$ cat src/rtl/avmm_reg_slave_param.sv
// Avalon-MM control/status register file for the packet stream generator:
// fixed wait states, per-register read-only mask, byte enables, SLVERR response.
module avmm_reg_slave_param #(
  parameter int                  DATA_W      = 8,
  parameter int                  ADDR_W      = 8,
  parameter int                  NUM_REGS    = 8,
  parameter int                  WAIT_CYCLES = 4,
  parameter int                  ID_IDX      = 5,
  parameter logic [DATA_W-1:0]   ID_VAL      = DATA_W'('h12),
  parameter logic [NUM_REGS-1:0] RO_MASK     = NUM_REGS'('h20)
) (
  input  logic                  clk,
  input  logic                  reset,
  input  logic [ADDR_W-1:0]     address,
  input  logic                  read,
  input  logic                  write,
  input  logic [DATA_W-1:0]     writedata,
  input  logic [DATA_W/8-1:0]   byteenable,
  output logic                  waitrequest,
  output logic [DATA_W-1:0]     readdata,
  output logic [1:0]            response
);

  localparam int         NB          = DATA_W / 8;
  localparam logic [1:0] ST_IDLE     = 2'd0;
  localparam logic [1:0] ST_WAIT     = 2'd1;
  localparam logic [1:0] ST_ACK      = 2'd2;
  localparam logic [1:0] RESP_OKAY   = 2'b00;
  localparam logic [1:0] RESP_SLVERR = 2'b10;
  localparam logic [3:0] WAIT_INIT   = (WAIT_CYCLES == 0) ? 4'd0 : 4'(WAIT_CYCLES - 1);

  logic [1:0]          r_state;
  logic [1:0]          w_state_next;
  logic [3:0]          r_cnt;
  logic [3:0]          w_cnt_next;
  logic                r_is_read;
  logic [ADDR_W-1:0]   r_addr;
  logic [DATA_W-1:0]   r_wdata;
  logic [NB-1:0]       r_be;
  logic                r_waitrequest;
  logic [DATA_W-1:0]   r_readdata;
  logic [1:0]          r_response;

  logic                w_req;
  logic                w_cur_read;
  logic [ADDR_W-1:0]   w_cur_addr;
  logic [NUM_REGS-1:0] w_sel;
  logic                w_in_range;
  logic                w_ro_hit;
  logic                w_err;
  logic                w_enter_ack;
  logic                w_commit;
  logic [DATA_W-1:0]   w_rd_mux;
  logic [DATA_W-1:0]   w_regs [NUM_REGS];

  assign w_req = read | write;

  // With zero wait states the ACK decision is made from the live bus in IDLE,
  // so address decode follows the bus there and the latched copy elsewhere.
  assign w_cur_addr = (r_state == ST_IDLE) ? address : r_addr;
  assign w_cur_read = (r_state == ST_IDLE) ? read    : r_is_read;

  assign w_in_range  = |w_sel;
  assign w_ro_hit    = |(w_sel & RO_MASK);
  assign w_err       = w_cur_read ? !w_in_range : (!w_in_range || w_ro_hit);
  assign w_enter_ack = (w_state_next == ST_ACK);
  assign w_commit    = (r_state == ST_ACK) && !r_is_read;

  always_comb begin
    w_state_next = r_state;
    w_cnt_next   = r_cnt;
    case (r_state)
      ST_IDLE: begin
        if (w_req) begin
          w_state_next = (WAIT_CYCLES == 0) ? ST_ACK : ST_WAIT;
          w_cnt_next   = WAIT_INIT;
        end
      end
      ST_WAIT: begin
        if (!w_req) begin
          w_state_next = ST_IDLE;
        end else if (r_cnt == 4'd0) begin
          w_state_next = ST_ACK;
        end else begin
          w_cnt_next = r_cnt - 4'd1;
        end
      end
      ST_ACK:  w_state_next = ST_IDLE;
      default: w_state_next = ST_IDLE;
    endcase
  end

  generate
    for (genvar gi = 0; gi < NUM_REGS; gi++) begin : g_reg
      localparam logic [DATA_W-1:0] RST_VAL = (gi == ID_IDX) ? ID_VAL : '0;
      logic [DATA_W-1:0] r_reg;

      assign w_sel[gi]  = (w_cur_addr == ADDR_W'(gi));
      assign w_regs[gi] = r_reg;

      always_ff @(posedge clk or posedge reset) begin
        if (reset) begin
          r_reg <= RST_VAL;
        end else if (w_commit && w_sel[gi] && !RO_MASK[gi]) begin
          for (int b = 0; b < NB; b++) begin
            if (r_be[b]) r_reg[b*8 +: 8] <= r_wdata[b*8 +: 8];
          end
        end
      end
    end
  endgenerate

  // Out-of-range addresses select nothing, so the mux naturally yields zero.
  always_comb begin
    w_rd_mux = '0;
    for (int i = 0; i < NUM_REGS; i++) begin
      if (w_sel[i]) w_rd_mux = w_regs[i];
    end
  end

  always_ff @(posedge clk or posedge reset) begin
    if (reset) begin
      r_state       <= ST_IDLE;
      r_cnt         <= 4'd0;
      r_is_read     <= 1'b0;
      r_addr        <= '0;
      r_wdata       <= '0;
      r_be          <= '0;
      r_waitrequest <= 1'b1;
      r_readdata    <= '0;
      r_response    <= RESP_OKAY;
    end else begin
      r_state <= w_state_next;
      r_cnt   <= w_cnt_next;
      if (r_state == ST_IDLE && w_req) begin
        r_is_read <= read;
        r_addr    <= address;
        r_wdata   <= writedata;
        r_be      <= byteenable;
      end
      r_waitrequest <= !w_enter_ack;
      r_response    <= (w_enter_ack && w_err) ? RESP_SLVERR : RESP_OKAY;
      if (w_enter_ack && w_cur_read) r_readdata <= w_rd_mux;
    end
  end

  assign waitrequest = r_waitrequest;
  assign readdata    = r_readdata;
  assign response    = r_response;

endmodule

$ cat config.mk
export PLATFORM = sky130hd
export DESIGN_NAME = avmm_reg_slave_param
export DESIGN_NICKNAME = d
export VERILOG_FILES = /design/src/rtl/avmm_reg_slave_param.sv
export SDC_FILE = /design/constraint.sdc
export NUM_CORES = 1
export LEC_CHECK = 0
export ABC_AREA = 1
export CAP_MARGIN = 20
export CORE_MARGIN = 2
export CORE_UTILIZATION = 56
export CTS_BUF_LIST = sky130_fd_sc_hd__clkbuf_4 sky130_fd_sc_hd__clkbuf_8
export CTS_CLUSTER_SIZE = 28
export DETAILED_ROUTE_END_ITERATION = 6
export GPL_ROUTABILITY_DRIVEN = 0
export PLACE_DENSITY = 0.85
export SYNTH_ARGS = -nofsm -noshare
export SYNTH_HDL_FRONTEND = slang
export SYNTH_SLANG_ARGS = --single-unit
$ cat constraint.sdc
create_clock -name clk -period 3.4 [get_ports clk]
set_input_delay 0.51 -clock clk [delete_from_list [all_inputs] [get_ports clk]]
set_output_delay 0.51 -clock clk [all_outputs]
set_load 0.02 [all_outputs]
==> flow_summary.yaml, run 1 <==
detailed_routing:
  vias_per_cell: 5.30
  wirelength_um: 9250
  drtAntennaViolNets: 0
  via_count: 3321
  drt_iter0_drc: 270
  wl_per_cell_um: 14.7
  dr.pass1.iters: 5
  drc_errors: 0
global_routing:
  globalRouteTotalUtil: 0.236
  grt_pass1_vias: 3213
  grt-ovfl-total: 0
  grt_pass1_wl_um: 15700
  antenna_found_initial: 0
  grt_max_degree: 34
clocking:
  htreeDepth: 3
  clock_path_buffers: 2
  cts_tree: "done"
  clockRootBuffer: "clkbuf_8"
  cts_num_sinks: 90
  insertion_delay_ns: 0.37
  ctsResizeCount: 0
  cts_made_buffers: 9
  holdBufCountCts: 0
  clk_pin_slew_ns: 0.09
  cts_setup_buffers: 0
cells_and_area:
  area_growth_pct: 13.7
  drive_gt1_frac: 0.187
  diodes: 0
  final_cell_mix: "154 x nand2_1, 89 x dfrtp_1, 42 x inv_1, 40 x o21ai_2"
  final_common_cell: "nand2_1"
  fin_nets: 543
  largest_reg_flops: 56
  finalCoreUtilization: 0.653
  n_fill_cell: 586
  multiInputGateArea_um2: 1840
  ff_latch_area_um2: 2250
critical_path:
  crit_fanout: 16
  critPathBufInv: 0
  endpoint_kind: "register"
  cp.arrival_ns: 2.84
  path_depth: 8
  critPathRequiredTime_ns: 3.64
  start_kind: "register"
  reg2regPathDepth: 8
  cp_slowest_cell: "nor2_2"
  crit_type: "register to register"
  worstPathCellList: "nor2_2 -> nand3_1 -> nand2_4 -> nand3_4 -> nor2_4 -> nand2_4 -> nand2_1 -> o21ai_2"
  critical_path.most_common_cell: "nand2_4"
  crit_family: "simple AND/OR/NAND/NOR gates"
  cpPeakStageDelay_ns: 0.53
sta:
  setup_viol: 0
  min_period_over_period: 0.764
  slew_viol_final: 0
  min_period_ns: 2.60
  relSlewSlack: 0.497
  tightestPinTransition_ns: 0.753
  hold_viol: 0
  rsz0062_at_grt: "no"
  skew_ns: 0.0103
  fin_setup_tns_ns: 0
  fmax_mhz: 385
logic_synthesis:
  synth_nets: 513
  synth_compound_area_frac: 0.146
  synth-simple-area-share: 0.267
  syn-mean-instance-area_um2: 8.97
  synth_xor_area_frac: 0
  synth-seq-area-share: 0.513
  yosysUniqueCellTypes: 32
  synth_seq_cells: 90
  synth_mux_area_frac: 0
  ys_warn_count: 8
  synthCells: 490
  synth_top_family_by_area: "simple AND/OR/NAND/NOR gates"
  syn_area_um2: 4390
  synth_fa_ha_area_frac: 0.00570
power:
  seqPwrFrac: 0.395
  swShare: 0.368
  p_leak_uw: 0.00238
  p_sw_uw: 1240
  power_frac_comb: 0.316
  p_int_uw: 2140
  p_per_area_nw_per_um2: 677
  ir_drop_uv: 411
  clkPwrFrac: 0.289
worst_hold_path:
  hold_depth: 2
  hold_path.class: "register to register"
floorplan:
  die_area_um2: 8570
  dieWidth_um: 92.6
  num_io_pins: 32
  start_util: 0.574
  core_area_um2: 7650
  die_h_um: 92.6
  num_rows: 32
outcome:
  status: "complete, no violations"
place:
  detailed_place_hpwl_um: 6450
  port_buffers: 30
job:
  cap_violations: 0
## stage by stage
| stage | std cells | total power, µW | hold slack [ns] | worst slack (ns) | cell area [µm²] |
|---|---|---|---|---|---|
| floorplan | 490 | 2100 | 0.442 | 0.556 | 4390 |
| detailed placement | 611 | 2420 | 0.461 | 0.877 | 4720 |
| global placement | 611 | 2380 | 0.458 | 0.929 | 4720 |
| global route | 627 | 3570 | 0.502 | 0.659 | 4990 |
| CTS | 627 | 3390 | 0.484 | 0.812 | 4990 |
| finish | 627 | 3380 | 0.483 | 0.803 | 4990 |
## worst reg2reg max path: cells and delay by family (launching register included)
kind | cells | cell delay (ns)
AND/OR/NAND/NOR | 7 | 1.93
flip-flops | 1 | 0.48
AO/OA/AOI/OAI | 1 | 0.06
## power groups by stage
stage | Clock, µW | Combinational [µW] | Sequential [µW]
final | 976 | 1070 | 1340
after global routing | 1030 | 1190 | 1360
after CTS | 973 | 1080 | 1340
after detailed placement | 0 | 1060 | 1360
after global placement | 0 | 1030 | 1350
after floorplan | 0 | 701 | 1400
## path summary, 6_finish.rpt
check | from | endpoint | slack (ns)
setup / recovery | r_state[0] | g_reg[7].r_reg[7] | 0.80
hold / removal | r_be | r_be | 0.48
setup reg to reg | r_state[0] | g_reg[7].r_reg[7] | 0.80
hold reg to reg | r_be | r_be | 0.48
max in group asynchronous | reset | g_reg[2].r_reg[3] | 2.12
min in group asynchronous | reset | readdata[3] | 0.50
## cells in the mapped netlist
cell / count / area share
conb_1: 1 / 0.00085
and2_1: 1 / 0.0014
clkbuf_1: 4 / 0.0034
nand2_4: 8 / 0.021
nand2_1: 154 / 0.13
a21oi_1: 15 / 0.017
o21ai_2: 40 / 0.080
clkinv_1: 1 / 0.00085
buf_4: 1 / 0.0017
ha_1: 2 / 0.0057
nor3_1: 2 / 0.0023
o21ai_1: 8 / 0.0091
nand3_1: 14 / 0.016
o22ai_1: 1 / 0.0014
buf_6: 9 / 0.023
nor2_2: 3 / 0.0043
nor3b_1: 1 / 0.0017
nor2_1: 30 / 0.026
inv_1: 43 / 0.037
nand3_2: 1 / 0.0023
dfstp_2: 1 / 0.0060
o21ai_0: 26 / 0.030
nand2_2: 11 / 0.016
a31oi_1: 1 / 0.0014
inv_2: 2 / 0.0017
nor3_4: 1 / 0.0037
o21ai_4: 2 / 0.0074
nand4_1: 9 / 0.013
nor2_4: 5 / 0.013
nand3_4: 3 / 0.012
dfrtp_1: 89 / 0.51
nor2_8: 1 / 0.0046
## cells by family after synthesis
group	Yosys count
AND/OR/NAND/NOR	244
AO/OA/AOI/OAI	93
flip-flops	90
buffers and inverters	60
adder cells (fa/ha/maj)	2
other	1
## metal layers
metal	vias to the layer above	part of all wire	global-route usage
met5	-	0	0
met4	0	0.021	0.0858
met3	17	0.036	0.0415
met2	71	0.49	0.387
met1	1601	0.45	0.317
li1	1632	-	-
## final cells by class
type / instances / area share
Clock buffer: 10 / 0.0276
Clock inverter: 6 / 0.0273
Inverter: 46 / 0.0348
Multi-Input combinational cell: 340 / 0.369
Sequential cell: 90 / 0.451
Tap cell: 102 / 0.0256
Timing Repair Buffer: 33 / 0.0646
Power figures use the tool's default switching activity.
==> run 2: changes to the inputs <==
==> constraint.sdc (replaced) <==
create_clock -name clk -period 2.58 [get_ports clk]
set_input_delay 0.387 -clock clk [delete_from_list [all_inputs] [get_ports clk]]
set_output_delay 0.387 -clock clk [all_outputs]
set_load 0.02 [all_outputs]
==> flow_summary.yaml, run 2 (same netlist as run 1, synthesis figures left out) <==
outcome:
  status: "complete, no violations"
critical_path:
  worstPathCellList: "nor2_2 -> buf_4 -> nand2_1 -> nand2_1 -> nand2_2 -> nor2_4 -> nand2_4 -> nand2_1 -> o21ai_2"
  crit_fanout: 16
  r2r-end: "g_reg[7].r_reg[7]"
  start_kind: "register"
  reg2regPathDepth: 9
  crit_end: "g_reg[7].r_reg[7]"
  crit_start: "r_state[0]"
  cpPeakStageDelay_ns: 0.49
  crit-reg2reg-launch: "r_state[0]"
  rrSetupSlack_ns: 0.46
  endpoint_kind: "register"
  cp.arrival_ns: 2.36
  critical_path.most_common_cell: "nand2_1"
  crit_type: "register to register"
  critPathRequiredTime_ns: 2.83
  cp_slowest_cell: "dfrtp_1"
clocking:
  clockRootBuffer: "clkbuf_8"
  cts_made_buffers: 9
  ctsResizeCount: 0
  insertion_delay_ns: 0.37
  cts_setup_buffers: 0
  holdBufCountCts: 0
  cts_tree: "done"
  clk_pin_slew_ns: 0.09
  clock_path_buffers: 2
  cts_num_sinks: 90
  htreeDepth: 3
global_routing:
  grt_pass1_vias: 3288
  globalRouteTotalUtil: 0.234
  grt_pass1_wl_um: 15500
  antenna_found_initial: 0
  busiest_layer: "met2"
  grt-ovfl-total: 0
  use_met2: 0.384
  grt_max_degree: 43
  grt.met3_usage: 0.0488
  use_met1: 0.306
cells_and_area:
  area_growth_pct: 12.6
  diodes: 0
  final_common_cell: "nand2_1"
  fin_nets: 545
  final_cell_mix: "154 x nand2_1, 89 x dfrtp_1, 42 x inv_1, 40 x o21ai_2"
  drive_gt1_frac: 0.190
  largest_reg_flops: 56
power:
  p_int_uw: 2500
  ir_drop_uv: 442
  clkPwrFrac: 0.228
  swShare: 0.389
  p_per_area_nw_per_um2: 826
  power_frac_comb: 0.341
  seqPwrFrac: 0.431
  finalPower_uw: 4090
  p_leak_uw: 0.00234
  p_sw_uw: 1590
detailed_routing:
  drtAntennaViolNets: 0
  wl_per_cell_um: 14.0
  via_count: 3273
  wirelength_um: 8820
  vias_per_cell: 5.20
  drt_iter0_drc: 193
  dr.pass1.iters: 4
  drc_errors: 0
sta:
  tightestPinTransition_ns: 0.733
  fin_setup_tns_ns: 0
  skew_ns: 0.00850
  fmax_mhz: 473
  relSlewSlack: 0.510
  min_period_ns: 2.12
  hold_viol: 0
  rsz0062_at_grt: "no"
  slew_viol_final: 0
  min_period_over_period: 0.820
  setup_viol: 0
floorplan:
  core_area_um2: 7650
  num_io_pins: 32
  dieWidth_um: 92.6
  die_h_um: 92.6
  start_util: 0.574
  num_rows: 32
  die_area_um2: 8570
place:
  port_buffers: 30
  detailed_place_hpwl_um: 6550
job:
  cap_violations: 0
worst_hold_path:
  hold_path.class: "primary input to asynchronous set/reset pin"
==> run 2: routing by layer <==
| metal | vias up | routed length, µm |
|---|---|---|
| li1 | 1650 | - |
| met1 | 1549 | 3920 |
| met2 | 61 | 4360 |
| met3 | 13 | 380 |
| met4 | 0 | 161 |
| met5 | - | 0 |
==> run 2: worst min-delay path by stage <==
stage | start | to | slack, ns
6_report | reset | r_addr[0] | 0.40
5_1_grt | reset | response[1] | 0.45
2_1_floorplan | r_be | r_be | 0.44
3_5_place_dp | readdata[4] | readdata[4] | 0.47
4_1_cts | reset | r_cnt[1] | 0.40
3_3_place_gp | r_addr[5] | r_addr[5] | 0.46
==> run 2: power groups by stage <==
stage,sequential (µW),clock [µW],combinational (µW)
after floorplan,1850,0,924
after global placement,1780,0,1360
after detailed placement,1790,0,1400
after CTS,1760,948,1410
after global routing,1790,1000,1550
final,1760,932,1390
==> run 2: final cells by class <==
class	instances	area (µm²)
Clock buffer	13	173
Clock inverter	3	22.5
Fill cell	622	2700
Inverter	46	176
Multi-Input combinational cell	340	1840
Sequential cell	90	2250
Tap cell	102	128
Timing Repair Buffer	35	350
==> run 2: metrics by stage <==
| step | util | hold WS (ns) | instances | instance area [µm²] | setup slack [ns] |
|---|---|---|---|---|---|
| finish | 0.647 | 0.399 | 629 | 4950 | 0.464 |
| CTS | 0.647 | 0.401 | 629 | 4950 | 0.447 |
| detailed placement | 0.621 | 0.466 | 613 | 4750 | 0.239 |
| floorplan | - | 0.442 | 490 | 4400 | 0.864 |
| global route | 0.647 | 0.449 | 629 | 4950 | 0.273 |
| global placement | 0.621 | 0.458 | 613 | 4750 | 0.330 |
==> run 2: critical path: cells and delay by family, from the launching register on <==
kind                   cells  cell delay (ns)
DFF                        1             0.49
and+or+nand+nor            7             1.23
buffers and inverters      1             0.22
AOI/OAI and AO/OA          1             0.06
==> run 3: changes to the inputs <==
--- a/config.mk
+++ b/config.mk
@@ -8,12 +8,12 @@
 export ABC_AREA = 1
 export CAP_MARGIN = 20
 export CORE_MARGIN = 2
-export CORE_UTILIZATION = 56
+export CORE_UTILIZATION = 55
 export CTS_BUF_LIST = sky130_fd_sc_hd__clkbuf_4 sky130_fd_sc_hd__clkbuf_8
 export CTS_CLUSTER_SIZE = 28
 export DETAILED_ROUTE_END_ITERATION = 6
 export GPL_ROUTABILITY_DRIVEN = 0
-export PLACE_DENSITY = 0.85
+export PLACE_DENSITY = 0.86
 export SYNTH_ARGS = -nofsm -noshare
 export SYNTH_HDL_FRONTEND = slang
 export SYNTH_SLANG_ARGS = --single-unit
==> constraint.sdc (replaced) <==
create_clock -name clk -period 1.89 [get_ports clk]
set_input_delay 0.2835 -clock clk [delete_from_list [all_inputs] [get_ports clk]]
set_output_delay 0.2835 -clock clk [all_outputs]
set_load 0.02 [all_outputs]
==> flow_summary.yaml, run 3 (same netlist as run 1, synthesis figures left out) <==
detailed_routing:
  drc_errors: 0
  via_count: 3542
  wirelength_um: 9830
  vias_per_cell: 5.51
  drtAntennaViolNets: 0
  wl_per_cell_um: 15.3
  dr.pass1.iters: 6
  drt_iter0_drc: 213
cells_and_area:
  final_cell_mix: "143 x nand2_1, 87 x dfrtp_1, 41 x inv_1, 40 x o21ai_2, 30 x clkdlybuf4s50_1"
  n_fill_cell: 553
  fin_nets: 561
  drive_gt1_frac: 0.253
  fin_area_um2: 5200
  largest_reg_flops: 56
  final_common_cell: "nand2_1"
  finalCoreUtilization: 0.673
  area_growth_pct: 18.3
  diodes: 0
critical_path:
  critical_path.most_common_cell: "nand2_1"
  start_kind: "register"
  crit_fanout: 8
  cp.arrival_ns: 2.11
  endpoint_kind: "register"
  cp_slowest_cell: "dfrtp_2"
  crit_type: "register to register"
  crit_family: "simple AND/OR/NAND/NOR gates"
  cpPeakStageDelay_ns: 0.46
  critPathBufInv: 2
  critPathRequiredTime_ns: 2.14
  worstPathCellList: "nor2_4 -> buf_6 -> buf_4 -> o21ai_4 -> nand2_4 -> nor2_4 -> nand2_1 -> nand2_2 -> nor2_2 -> nand4_1 -> nand2_1 -> nand2_1"
clocking:
  holdBufCountCts: 0
  cts_made_buffers: 9
  cts_num_sinks: 90
  htreeDepth: 3
  cts_tree: "done"
  clk_pin_slew_ns: 0.09
  insertion_delay_ns: 0.36
  clockRootBuffer: "clkbuf_8"
  clock_path_buffers: 2
power:
  ir_drop_uv: 661
  p_leak_uw: 0.00247
  p_per_area_nw_per_um2: 1170
global_routing:
  antenna_found_initial: 0
  globalRouteTotalUtil: 0.226
  grt_pass1_wl_um: 15400
  grt_pass1_vias: 3182
  grt_max_degree: 91
  grt-ovfl-total: 0
worst_hold_path:
  hold_path.class: "primary input to asynchronous set/reset pin"
floorplan:
  start_util: 0.568
  dieWidth_um: 93.4
  core_area_um2: 7730
  die_h_um: 93.4
  num_io_pins: 32
  num_rows: 32
  die_area_um2: 8720
sta:
  fmax_mhz: 539
  hold_viol: 0
  skew_ns: 0.0104
  rsz0062_at_grt: "yes"
  min_period_ns: 1.85
  setup_viol: 0
  slew_viol_final: 0
  min_period_over_period: 0.981
place:
  placed_area_um2: 4860
  detailed_place_hpwl_um: 6470
  port_buffers: 30
outcome:
  status: "complete, no violations"
job:
  cap_violations: 0
[run 3: cell types whose count changed in the layout (fill, tap and decap cells not counted), sizes merged]
cell      change
clkinv        +1
bufinv        +2
clkinvlp      -3
clkbuf        -2
buf          +16
[run 3: final cells by class]
class                   count  area (µm²)  area share
flip-flops and latches     90        2260       0.434
clock inverters             3        65.1      0.0125
clock buffers              11         145      0.0279
multi-input cells         340        1930       0.371
repair buffers             51         498      0.0958
well taps                 102         128      0.0245
inverters                  46         176      0.0339
[run 3: final timing paths]
kind,from,to,slack (ns),depth (start not counted)
hold reg to reg,readdata[1],readdata[1],0.48,2
hold / removal,reset,r_cnt[1],0.41,3
setup reg to reg,r_state[0],readdata[1],0.04,12
setup / recovery,r_state[0],readdata[1],0.04,12
max in group asynchronous,reset,g_reg[2].r_reg[6],1.12,3
min in group clk,byteenable,r_be,0.47,3
[run 3: power breakdown]
part           internal [µW]  switching, µW  total, µW
clock network            780            648       1430
registers               2250            160       2410
logic                    718           1510       2230
[run 3: worst register-to-register path: stages (launching register included)]
cell and delay [ns]:
dfrtp_2 0.46, nor2_4 0.19, buf_6 0.15, buf_4 0.11, o21ai_4 0.07, nand2_4 0.14
nor2_4 0.08, nand2_1 0.09, nand2_2 0.06, nor2_2 0.13, nand4_1 0.14, nand2_1 0.09
nand2_1 0.05
[run 3: what timing repair did]
item / CTS / global route
buffers inserted: 0 / 3
resized for setup: 3 / 30
setup endpoints to repair: 5 / 44
pin swaps: 0 / 20
[run 3: per-layer routing]
metal / track usage / up-vias / part of all wire
li1: - / 1680 / -
met1: 0.317 / 1721 / 0.43
met2: 0.363 / 125 / 0.50
met3: 0.0330 / 16 / 0.052
met4: 0.0760 / 0 / 0.022
met5: 0 / - / 0
[run 3: metrics by stage]
step | setup slack [ns] | hold slack [ns] | total power [µW] | std cells | TNS [ns]
global route | -0.0525 | 0.450 | 6380 | 643 | -0.205
floorplan | 0.174 | 0.400 | 3780 | 490 | 0
CTS | 0.0199 | 0.440 | 5880 | 640 | 0
finish | 0.0353 | 0.410 | 6070 | 643 | 0
detailed placement | -0.134 | 0.464 | 4460 | 626 | -0.431
global placement | -0.0448 | 0.457 | 4380 | 626 | -0.123
